$ cat config.mk
export PLATFORM = sky130hd
export DESIGN_NAME = uart_receiver
export DESIGN_NICKNAME = d
export VERILOG_FILES = /design/src/rtl/uart_pkg.sv /design/src/rtl/uart_rx_sync.sv /design/src/rtl/uart_receiver.sv
export SDC_FILE = /design/constraint.sdc
export NUM_CORES = 1
export LEC_CHECK = 0
export CAP_MARGIN = 0
export CORE_MARGIN = 5
export CORE_UTILIZATION = 55
export CTS_CLUSTER_SIZE = 8
export DETAILED_ROUTE_END_ITERATION = 8
export DONT_BUFFER_PORTS = 1
export GPL_TIMING_DRIVEN = 0
export PLACE_DENSITY = 0.77
export REMOVE_ABC_BUFFERS = 1
export SLEW_MARGIN = 10
export SYNTH_ARGS = -nofsm -noshare
export SYNTH_HDL_FRONTEND = slang
export SYNTH_SLANG_ARGS = --single-unit
$ cat constraint.sdc
create_clock -name clk -period 1.6 [get_ports clk]
set_input_delay 0.32 -clock clk [delete_from_list [all_inputs] [get_ports clk]]
set_output_delay 0.32 -clock clk [all_outputs]
set_load 0.02 [all_outputs]
$ cat src/rtl/uart_pkg.sv
// Shared UART constants: receiver state encoding, default frame geometry and baud divider.
package uart_pkg;

    typedef logic [2:0] rx_state_t;

    localparam rx_state_t IDLE  = 3'd0;
    localparam rx_state_t START = 3'd1;
    localparam rx_state_t DATA  = 3'd2;
    localparam rx_state_t STOP  = 3'd3;
    localparam rx_state_t BREAK = 3'd4;

    localparam int unsigned OVERSAMPLE_DEF = 16;
    localparam int unsigned DATA_BITS_DEF  = 8;
    // 100 MHz system clock, 9600 baud, 16x oversampling
    localparam int unsigned BAUD_DIV = 100_000_000 / 9600 / 16;

    function automatic logic majority3(input logic [2:0] v);
        return (v[0] & v[1]) | (v[0] & v[2]) | (v[1] & v[2]);
    endfunction

endpackage

$ cat src/rtl/uart_rx_sync.sv
// Two-flop synchronizer for an asynchronous single-bit input; both flops reset to RESET_VAL.
module uart_rx_sync #(
    parameter logic RESET_VAL = 1'b1
) (
    input  logic clk,
    input  logic reset,
    input  logic d,
    output logic q
);

    logic meta_q;
    logic sync_q;

    always_ff @(posedge clk or posedge reset) begin
        if (reset) begin
            meta_q <= RESET_VAL;
            sync_q <= RESET_VAL;
        end else begin
            meta_q <= d;
            sync_q <= meta_q;
        end
    end

    assign q = sync_q;

endmodule

$ cat src/rtl/uart_receiver.sv
// 16x-oversampled UART receiver (8N1 default) with start glitch rejection and break handling.
// Define UART_RX_MAJORITY_EN to take each bit as a 2-of-3 vote over the last three ticks.
module uart_receiver import uart_pkg::*; #(
    parameter int unsigned DATA_BITS  = DATA_BITS_DEF,
    parameter int unsigned OVERSAMPLE = OVERSAMPLE_DEF
) (
    input  logic                 clk,
    input  logic                 reset,
    input  logic                 br_tick,
    input  logic                 rx,
    output logic [DATA_BITS-1:0] rx_data,
    output logic                 rx_done,
    output logic                 frame_err
);

    localparam int unsigned TW = $clog2(OVERSAMPLE);
    localparam int unsigned BW = (DATA_BITS > 1) ? $clog2(DATA_BITS) : 1;
    localparam logic [TW-1:0] TICK_MID  = TW'(OVERSAMPLE / 2 - 1);
    localparam logic [TW-1:0] TICK_LAST = TW'(OVERSAMPLE - 1);
    localparam logic [BW-1:0] BIT_LAST  = BW'(DATA_BITS - 1);

    logic                 rx_s;
    logic                 sample;
    rx_state_t            state_q, state_d;
    logic [TW-1:0]        tick_q, tick_d;
    logic [BW-1:0]        bit_q, bit_d;
    logic [DATA_BITS-1:0] shreg_q, shreg_d;
    logic [DATA_BITS-1:0] data_q, data_d;
    logic                 done_q, done_d;
    logic                 ferr_q, ferr_d;

    uart_rx_sync #(
        .RESET_VAL (1'b1)
    ) u_sync (
        .clk   (clk),
        .reset (reset),
        .d     (rx),
        .q     (rx_s)
    );

`ifdef UART_RX_MAJORITY_EN
    // Holds rx_s from the two previous br_ticks; the third vote is the live rx_s at tick T.
    logic [1:0] hist_q;

    always_ff @(posedge clk or posedge reset) begin
        if (reset) begin
            hist_q <= 2'b11;
        end else if (br_tick) begin
            hist_q <= {hist_q[0], rx_s};
        end
    end

    assign sample = majority3({hist_q, rx_s});
`else
    assign sample = rx_s;
`endif

    always_comb begin
        state_d = state_q;
        tick_d  = tick_q;
        bit_d   = bit_q;
        shreg_d = shreg_q;
        data_d  = data_q;
        ferr_d  = ferr_q;
        done_d  = 1'b0;
        case (state_q)
            IDLE: begin
                if (!rx_s) begin
                    state_d = START;
                    tick_d  = '0;
                end
            end
            START: begin
                if (br_tick) begin
                    if (tick_q == TICK_MID) begin
                        state_d = sample ? IDLE : DATA;
                        tick_d  = '0;
                        bit_d   = '0;
                    end else begin
                        tick_d = tick_q + TW'(1);
                    end
                end
            end
            DATA: begin
                if (br_tick) begin
                    if (tick_q == TICK_LAST) begin
                        shreg_d = {sample, shreg_q[DATA_BITS-1:1]};
                        tick_d  = '0;
                        if (bit_q == BIT_LAST) begin
                            state_d = STOP;
                        end else begin
                            bit_d = bit_q + BW'(1);
                        end
                    end else begin
                        tick_d = tick_q + TW'(1);
                    end
                end
            end
            STOP: begin
                if (br_tick) begin
                    if (tick_q == TICK_LAST) begin
                        data_d  = shreg_q;
                        done_d  = 1'b1;
                        ferr_d  = ~sample;
                        tick_d  = '0;
                        // A low stop bit parks in BREAK so a held-low line is not read as 0x00s
                        state_d = sample ? IDLE : BREAK;
                    end else begin
                        tick_d = tick_q + TW'(1);
                    end
                end
            end
            BREAK: begin
                if (rx_s) begin
                    state_d = IDLE;
                end
            end
            default: state_d = IDLE;
        endcase
    end

    always_ff @(posedge clk or posedge reset) begin
        if (reset) begin
            state_q <= IDLE;
            tick_q  <= '0;
            bit_q   <= '0;
            shreg_q <= '0;
            data_q  <= '0;
            done_q  <= 1'b0;
            ferr_q  <= 1'b0;
        end else begin
            state_q <= state_d;
            tick_q  <= tick_d;
            bit_q   <= bit_d;
            shreg_q <= shreg_d;
            data_q  <= data_d;
            done_q  <= done_d;
            ferr_q  <= ferr_d;
        end
    end

    assign rx_data   = data_q;
    assign rx_done   = done_q;
    assign frame_err = ferr_q;

endmodule

==> impl_metrics.csv, run 1 <==
group,metric,value,unit
status,status,"finished with violations",
status,violations,"negative hold slack, negative setup slack",
synthesis,synth-seq-cells,30,
sta,slew_headroom,31.1,%
worst_setup_path,cp-end-kind,"flip-flop",
worst_setup_path,startpoint_type,"flip-flop",
routing,vias,869,
finish,final_core_util,74.8,%
place,dp_cells,135,
floorplan,rows,17,
grt,antenna_found_initial,0,
worst_setup_path,crit_slowest_cell,"dfrtp_1",
sta,rsz0062_at_grt,"true",
grt,grt_pass1_vias,881,
grt,overflow,0,
hold_path,hp-class,"in2async",
finish,drive_gt1_share,42.3,%
floorplan,core-area,0.00228,mm²
sta,finalHoldViolCount,15,
finish,final_cells,158,
sta,finalSetupViolations,17,
power_and_ir_drop,ir_drop,0.887,mV
sta,slew_viol_final,0,
power_and_ir_drop,cellPowerDensity,1380,mW/mm²
routing,drc,0,
finish,diodes,0,
sta,clock_skew,10.1,ps
routing,wl_per_cell,16.1,µm
floorplan,die_w,59.4,µm
place,io_buffers,0,
grt,grt_max_degree,31,
grt,grt_usage,16.4,%
worst_setup_path,crit_buf_inv,0,
power_and_ir_drop,p_leak,0.800,nW
floorplan,num_io_pins,14,
worst_setup_path,critPathKind,"reg2reg",
clocking,cts_tree,"done",
floorplan,die_area,0.00352,mm²
worst_setup_path,critPathRequiredTime,1820,ps
synthesis,avgSynthCellArea,12.2,µm²
finish,fin_nets,136,
clocking,cts_inserted_buffers,5,
sta,hold_slack,-11.6,ps
worst_setup_path,path_max_fanout,3,
clocking,cts_buffer_depth,2,
clocking,root_buffer,"clkbuf_4",
run,drv_cap,0,
worst_setup_path,worstPathCellList,"ha_4 > nand3_4 > a32o_2 > and4bb_2 > mux2_4",
synthesis,synth_area,0.00134,mm²
sta,post-route-min-period,1680,ps
clocking,clkTransAtPathRegs,100,ps
routing,drt_wl_total,2550,µm
sta,worst_pin_slew,1030,ps
finish,area_growth,27.0,%
worst_setup_path,cp_top_family,"simple AND/OR/NAND/NOR gates",
synthesis,yosys_warnings,0,
routing,postRouteAntennaNets,0,
routing,drt_pass1_iterations,4,
clocking,h-tree-depth,2,
synthesis,synth_cells,110,
place,place.gp.congestion,0.807,
place,hpwl,1460,µm
power_and_ir_drop,power.total,2.35,mW
sta,timing.final.ws_setup,-77.9,ps
synthesis,yosysUniqueCellTypes,31,
worst_setup_path,crit_arrival,1900,ps
clocking,clkLatencyLatePin,330,ps
grt,grt_pass1_wl,4150,µm
finish,final_cell_mix,"dfrtp_1, mux2_4, buf_4",
routing,viasPerCell,5.50,
clocking,clock_sinks,30,
routing,drtIter0Drc,20,
sta,max_freq,596,MHz
sta,fin_crit_sh,105,%
worst_setup_path,cp_slowest_stage_delay,410,ps
floorplan,start_util,58.9,%
finish,final_common_cell,"dfrtp_1",
floorplan,dieHeight,59.4,µm
synthesis,synth-seq-area-share,56.2,%
[where the power goes]
group	total [mW]	internal [mW]	switching, mW
Clock	0.593	0.331	0.262
Sequential	1.03	0.867	0.160
Combinational	0.726	0.411	0.316
[state kept, by name, indices dropped and copies added, names as in the netlist]
register	count
bit_q	3
frame_err	1
rx_data	8
rx_done	1
shreg_q	8
state_q	3
tick_q	4
u_sync.meta_q	1
u_sync.q	1
[timing repair]
action,in CTS,in global routing
endpoints found under the hold margin,1,0
setup endpoints to repair,23,23
buffers inserted,7,7
hold buffers,1,0
resized for setup,22,17
pin swaps,4,4
[path summary, 6_finish.rpt]
path	from	to	slack [ps]	cells after the start
hold / removal	reset	bit_q[0]	-10	1
min in group clk	br_tick	state_q[0]	300	4
hold reg to reg	u_sync.meta_q	u_sync.q	360	0
setup / recovery	tick_q[0]	bit_q[0]	-80	5
setup reg to reg	tick_q[0]	bit_q[0]	-80	5
max in group asynchronous	reset	state_q[2]	1090	1
[area by class of cell]
type                       count  area, µm²
clock buffer                   7       45.0
clock inverter                 1       30.0
fill                         138        574
inverter                       8       30.0
multi-input combinational     68        666
sequential                    30        758
tap                           28       35.0
timing repair buffer          16        138
[Yosys cell counts (all sizes together)]
library cell | n | area (µm²)
inv | 8 | 30.0
dfrtp | 28 | 701
o22ai | 1 | 6.26
a21boi | 1 | 7.51
nor4 | 1 | 6.26
nand2b | 1 | 6.26
nand3b | 1 | 7.51
nand4b | 1 | 8.76
o31ai | 1 | 7.51
nor2 | 8 | 30.0
a21oi | 3 | 15.0
nor3 | 2 | 10.0
mux2i | 5 | 50.1
nor3b | 2 | 15.0
ha | 3 | 37.5
and4bb | 1 | 12.5
nand3 | 3 | 15.0
a31oi | 2 | 12.5
xor2 | 1 | 8.76
and2 | 1 | 6.26
nand2 | 5 | 18.8
clkbuf | 1 | 5.00
a32o | 1 | 10.0
buf | 3 | 17.5
or2b | 2 | 15.0
or3 | 1 | 6.26
mux2 | 18 | 206
o21ai | 3 | 15.0
dfstp | 2 | 52.6
[metal layers]
layer | part of all wire (%) | track usage [%] | wire [µm] | vias to the layer above
li1 | - | - | - | 417
met1 | 47 | 20.0 | 1200 | 428
met2 | 46 | 24.3 | 1160 | 18
met3 | 5.2 | 6.97 | 132 | 6
met4 | 2.1 | 9.06 | 53 | 0
met5 | 0 | 0 | 0 | -
[stage by stage]
stage | instance area (µm²) | TNS (ps) | setup slack [ps]
3_5_place_dp | 1360 | -4490 | -347
5_1_grt | 1700 | -1850 | -142
6_report | 1700 | -501 | -77.9
3_3_place_gp | 1350 | -15980 | -1350
2_1_floorplan | 1320 | -7200 | -708
4_1_cts | 1580 | -384 | -71.0
[cells by family (layout without fill, tap and decap cells)]
kind of cell | after synthesis | in the layout | synth area share (%)
flip-flops | 30 | 30 | 56.2
AND/OR/NAND/NOR | 29 | 29 | 11.8
multiplexers | 23 | 23 | 19.1
AO/OA/AOI/OAI | 12 | 12 | 5.51
buffers and inverters | 12 | 32 | 3.92
adder cells (fa/ha/maj) | 3 | 3 | 2.80
XOR/XNOR | 1 | 1 | 0.654
(Power assumes the default switching activity.)
==> inputs of run 2 (changes only) <==
- PLACE_DENSITY: 0.77 -> 0.75
==> run 2 against run 1 <==
Against the previous run: critical endpoint unchanged; global-route usage decreased by 0.14 points; sequential share of layout area grew 0.65 points; first-iteration DRC count decreased by 50%; setup slack got worse by 12 ps; the run still ends with negative hold slack, negative setup slack left; sequential cell count unchanged; combinational power decreased by 9.4%.
==> impl_metrics.csv, run 2 (synthesized netlist as in run 1, its figures left out) <==
group,metric,value,unit
finish,fin_nets,135,
power_and_ir_drop,cellPowerDensity,1290,mW/mm²
worst_setup_path,crit_arrival,1910,ps
floorplan,num_io_pins,14,
worst_setup_path,cp_top_family,"simple AND/OR/NAND/NOR gates",
worst_setup_path,worstPathCellList,"ha_4 > nand3_4 > a32o_2 > and4bb_2 > mux2_4",
grt,overflow,0,
finish,final_core_util,73.4,%
routing,drc,0,
clocking,cts_buffer_depth,2,
finish,final_common_cell,"dfrtp_1",
finish,finalInstanceArea,0.00167,mm²
run,drv_cap,0,
clocking,h-tree-depth,2,
finish,area_growth,24.7,%
sta,max_freq,592,MHz
sta,worst_pin_slew,1020,ps
routing,viasPerCell,5.81,
floorplan,rows,17,
worst_setup_path,cp_slowest_stage_delay,400,ps
clocking,root_buffer,"clkbuf_4",
grt,grt_pass1_vias,911,
clocking,clkTransAtPathRegs,100,ps
place,dp_cells,135,
finish,final_cell_mix,"dfrtp_1, mux2_4, buf_4",
grt,antenna_found_initial,0,
sta,hold_slack,-16.8,ps
sta,finalHoldViolCount,28,
sta,finalSetupViolations,19,
status,violations,"negative hold slack, negative setup slack",
clocking,clkLatencyLatePin,330,ps
floorplan,dieHeight,59.4,µm
floorplan,die_area,0.00352,mm²
power_and_ir_drop,power.total,2.16,mW
sta,timing.final.ws_setup,-90.2,ps
sta,slew_viol_final,0,
sta,fin_crit_sh,106,%
worst_setup_path,path_max_fanout,3,
sta,clock_skew,4.02,ps
floorplan,start_util,58.9,%
sta,totalNegativeSetupSlack,-638,ps
finish,drive_gt1_share,41.1,%
floorplan,core-area,0.00228,mm²
worst_setup_path,cp-end-kind,"flip-flop",
routing,drt_pass1_iterations,4,
clocking,clock_sinks,30,
worst_setup_path,crit_slowest_cell,"dfrtp_1",
status,status,"finished with violations",
worst_setup_path,critPathRequiredTime,1820,ps
worst_setup_path,startpoint_type,"flip-flop",
clocking,cts_tree,"done",
sta,slew_headroom,31.3,%
routing,wl_per_cell,17.5,µm
grt,grt_max_degree,31,
routing,postRouteAntennaNets,0,
power_and_ir_drop,ir_drop,0.849,mV
sta,post-route-min-period,1690,ps
routing,drtIter0Drc,10,
sta,rsz0062_at_grt,"true",
place,place_area,0.00136,mm²
place,io_buffers,0,
grt,grt_pass1_wl,4190,µm
finish,final_cells,157,
worst_setup_path,critPathKind,"reg2reg",
clocking,cts_inserted_buffers,5,
floorplan,die_w,59.4,µm
hold_path,hp-class,"in2async",
place,place.gp.congestion,0.812,
worst_setup_path,crit_buf_inv,0,
grt,grt_usage,16.3,%
routing,vias,912,
power_and_ir_drop,p_leak,0.789,nW
finish,diodes,0,
place,hpwl,1510,µm
place,pre_cts_ws,-405,ps
routing,drt_wl_total,2740,µm
-- run 2: final cells by class --
type / count / area [µm²]
clock buffer: 6 / 51.3
clock inverter: 2 / 12.5
fill: 122 / 604
inverter: 8 / 30.0
multi-input combinational: 68 / 661
sequential: 30 / 756
tap: 28 / 35.0
timing repair buffer: 15 / 126
-- run 2: what timing repair did --
action                                 4_1_cts  5_1_grt
setup buffers                                8        5
pin swaps                                    6        4
gates resized for setup                     20       16
endpoints found under the hold margin        1        0
hold buffers                                 1        0
setup endpoints to repair                   23       23
cloned                                       0        0
-- run 2: worst paths after layout --
check / startpoint / to / slack (ps) / cells past startpoint
max in group asynchronous: reset / state_q[1] / 1100 / 1
min: reset / shreg_q[5] / -20 / 1
min in group clk: br_tick / tick_q[2] / 300 / 3
min reg2reg: u_sync.meta_q / u_sync.q / 360 / 0
max: tick_q[0] / bit_q[0] / -90 / 5
max reg2reg: tick_q[0] / bit_q[0] / -90 / 5
-- run 2: layer usage --
metal	global-route usage, %	share of wire [%]	wire length (µm)
met1	20.0	40	1090
met2	25.6	53	1440
met3	5.45	5.9	162
met4	7.77	1.6	43
met5	0	0	0
-- run 2: report_power, final --
group / leakage [nW] / total (mW) / switching (mW) / internal [mW]
sequential: 0.393 / 1.03 / 0.163 / 0.863
clock: 0.0343 / 0.479 / 0.268 / 0.211
combinational: 0.363 / 0.658 / 0.296 / 0.363
total: 0.789 / 2.16 / 0.726 / 1.44
==> inputs of run 3 (changes only) <==
- CELL_PAD_IN_SITES_DETAIL_PLACEMENT: not set -> 2
- CELL_PAD_IN_SITES_GLOBAL_PLACEMENT: not set -> 2
- CORE_UTILIZATION: 55 -> 37
- PLACE_DENSITY: 0.75 -> 0.74
==> run 3 against run 2 <==
Against the previous run: the flow finishes with violations (negative setup slack); routed wire length up 26%; die area is 40% higher; sequential cell count did not move; clock skew up 11 ps; setup slack got worse by 57 ps; sequential share of layout area fell by 0.66 points; register-to-register slack got worse by 60 ps; utilization decreased by 24 points; non-clock buffer count decreased by 2; global-route usage down 3.5 points; maximum frequency down 3.3%; critical endpoint is now bit_q[2].
==> impl_metrics.csv, run 3 (synthesized netlist as in run 1, its figures left out) <==
group,metric,value,unit
worst_setup_path,critPathKind,"reg2reg",
clocking,root_buffer,"clkbuf_4",
power_and_ir_drop,p_sw,0.776,mW
floorplan,dieHeight,70.2,µm
sta,timing.final.ws_setup,-148,ps
clocking,cts_tree,"done",
grt,grt_usage,12.8,%
routing,drt_wl_total,3470,µm
power_and_ir_drop,switching_share,35.0,%
power_and_ir_drop,p_clk_share,22.1,%
sta,clock_skew,15.1,ps
worst_setup_path,critPathRequiredTime,1840,ps
clocking,clkLatencyLatePin,330,ps
sta,worst_pin_slew,619,ps
worst_setup_path,startpoint_type,"flip-flop",
finish,final_cell_mix,"dfrtp_1, mux2_4, nor2_1, buf_4, inv_1",
clocking,clkTransAtPathRegs,100,ps
grt,antenna_found_initial,0,
sta,fin_crit_sh,109,%
place,io_buffers,0,
sta,slew_viol_final,0,
clocking,cts_buffer_depth,2,
sta,hold_slack,327,ps
sta,slew_headroom,58.6,%
run,drv_cap,0,
routing,drtIter0Drc,21,
finish,drive_gt1_share,40.9,%
hold_path,hp-class,"in2reg",
grt,overflow,0,
clocking,clock_sinks,30,
routing,drt_pass1_iterations,4,
finish,area_growth,26.8,%
routing,wl_per_cell,20.0,µm
power_and_ir_drop,combPwrFrac,31.6,%
routing,drc,0,
floorplan,die_area,0.00493,mm²
finish,final_cells,173,
finish,diodes,0,
sta,post-route-min-period,1750,ps
sta,finalSetupViolations,11,
place,dp_cells,153,
place,place.gp.congestion,0.716,
grt,grt_max_degree,31,
power_and_ir_drop,cellPowerDensity,1310,mW/mm²
clocking,cts_inserted_buffers,5,
sta,finalHoldViolCount,0,
worst_setup_path,path_max_fanout,3,
finish,fin_nets,133,
floorplan,rows,21,
place,pre_cts_ws,-385,ps
worst_setup_path,crit_arrival,1990,ps
grt,grt_pass1_wl,4900,µm
finish,final_common_cell,"dfrtp_1",
floorplan,core-area,0.00342,mm²
sta,rsz0062_at_grt,"true",
status,violations,"negative setup slack",
floorplan,die_w,70.2,µm
routing,viasPerCell,5.37,
status,status,"finished with violations",
power_and_ir_drop,internal_power,1.44,mW
floorplan,num_io_pins,14,
grt,grt_pass1_vias,957,
power_and_ir_drop,ir_drop,0.646,mV
routing,postRouteAntennaNets,0,
place,hpwl,1840,µm
sta,max_freq,572,MHz
routing,vias,929,
worst_setup_path,cp-end-kind,"flip-flop",
floorplan,start_util,39.2,%
clocking,h-tree-depth,2,
power_and_ir_drop,power.total,2.22,mW
power_and_ir_drop,p_seq_share,46.3,%
power_and_ir_drop,p_leak,0.790,nW
run 3: cell count changes in the layout (fill, tap and decap cells not counted), sizes merged:
cell         before  now
clkinv            2    1
clkinvlp          1    0
clkbuf            6    7
dlygate4sd3       1    2
inv               7    8
buf              14   11
run 3: path summary, 6_finish.rpt:
| check | start | endpoint | slack [ps] | depth (start not counted) |
|---|---|---|---|---|
| worst min-delay path | br_tick | state_q[0] | 330 | 4 |
| worst max register to register | tick_q[0] | bit_q[2] | -150 | 6 |
| max in group asynchronous | reset | state_q[2] | 620 | 2 |
| worst min register to register | u_sync.meta_q | u_sync.q | 370 | 0 |
| min in group asynchronous | reset | state_q[1] | 530 | 2 |
| worst max-delay path | tick_q[0] | bit_q[2] | -150 | 6 |
run 3: timing repair:
item	in CTS	in global routing
setup buffers	5	5
gates resized for setup	14	24
endpoints found under the hold margin	1	28
endpoints found under the setup margin	24	21
hold buffers	1	1
pin swaps	4	5
run 3: power groups by stage:
stage	clock, mW	combinational (mW)	sequential, mW
after global placement	0	0.406	1.01
after detailed placement	0	0.428	1.02
after CTS	0.498	0.572	1.02
after global routing	0.550	0.784	1.05
final	0.490	0.702	1.03
after floorplan	0	0.353	0.975
run 3: worst max-delay path, cell delays in order (launching register included):
cell      delay [ps]
dfrtp_1          410
ha_4             180
nand3_4           90
a32o_2           300
and4bb_2         340
buf_6            120
mux2i_2          230
run 3: cell type report:
class                      instances  area (µm²)
clock buffer                       7        55.1
clock inverter                     1        5.00
fill                             327        1720
inverter                           8        30.0
multi-input combinational         68         672
sequential                        30         757
tap                               46        57.6
timing repair buffer              13         123
run 3: layer usage:
metal	global-route usage (%)	part of all wire (%)	up-vias
li1	-	-	416
met4	6.38	1.6	0
met2	18.4	48	15
met3	5.31	3.5	5
met1	16.5	47	493
met5	0	0	-
run 3: metrics by stage:
step / cell area (µm²) / TNS [ps] / utilization (%)
global placement: 1380 / -18360 / 40.3
detailed placement: 1390 / -6210 / 40.7
CTS: 1560 / -375 / 45.6
global route: 1700 / -2550 / 49.7
floorplan: 1320 / -7200 / -
finish: 1700 / -852 / 49.7
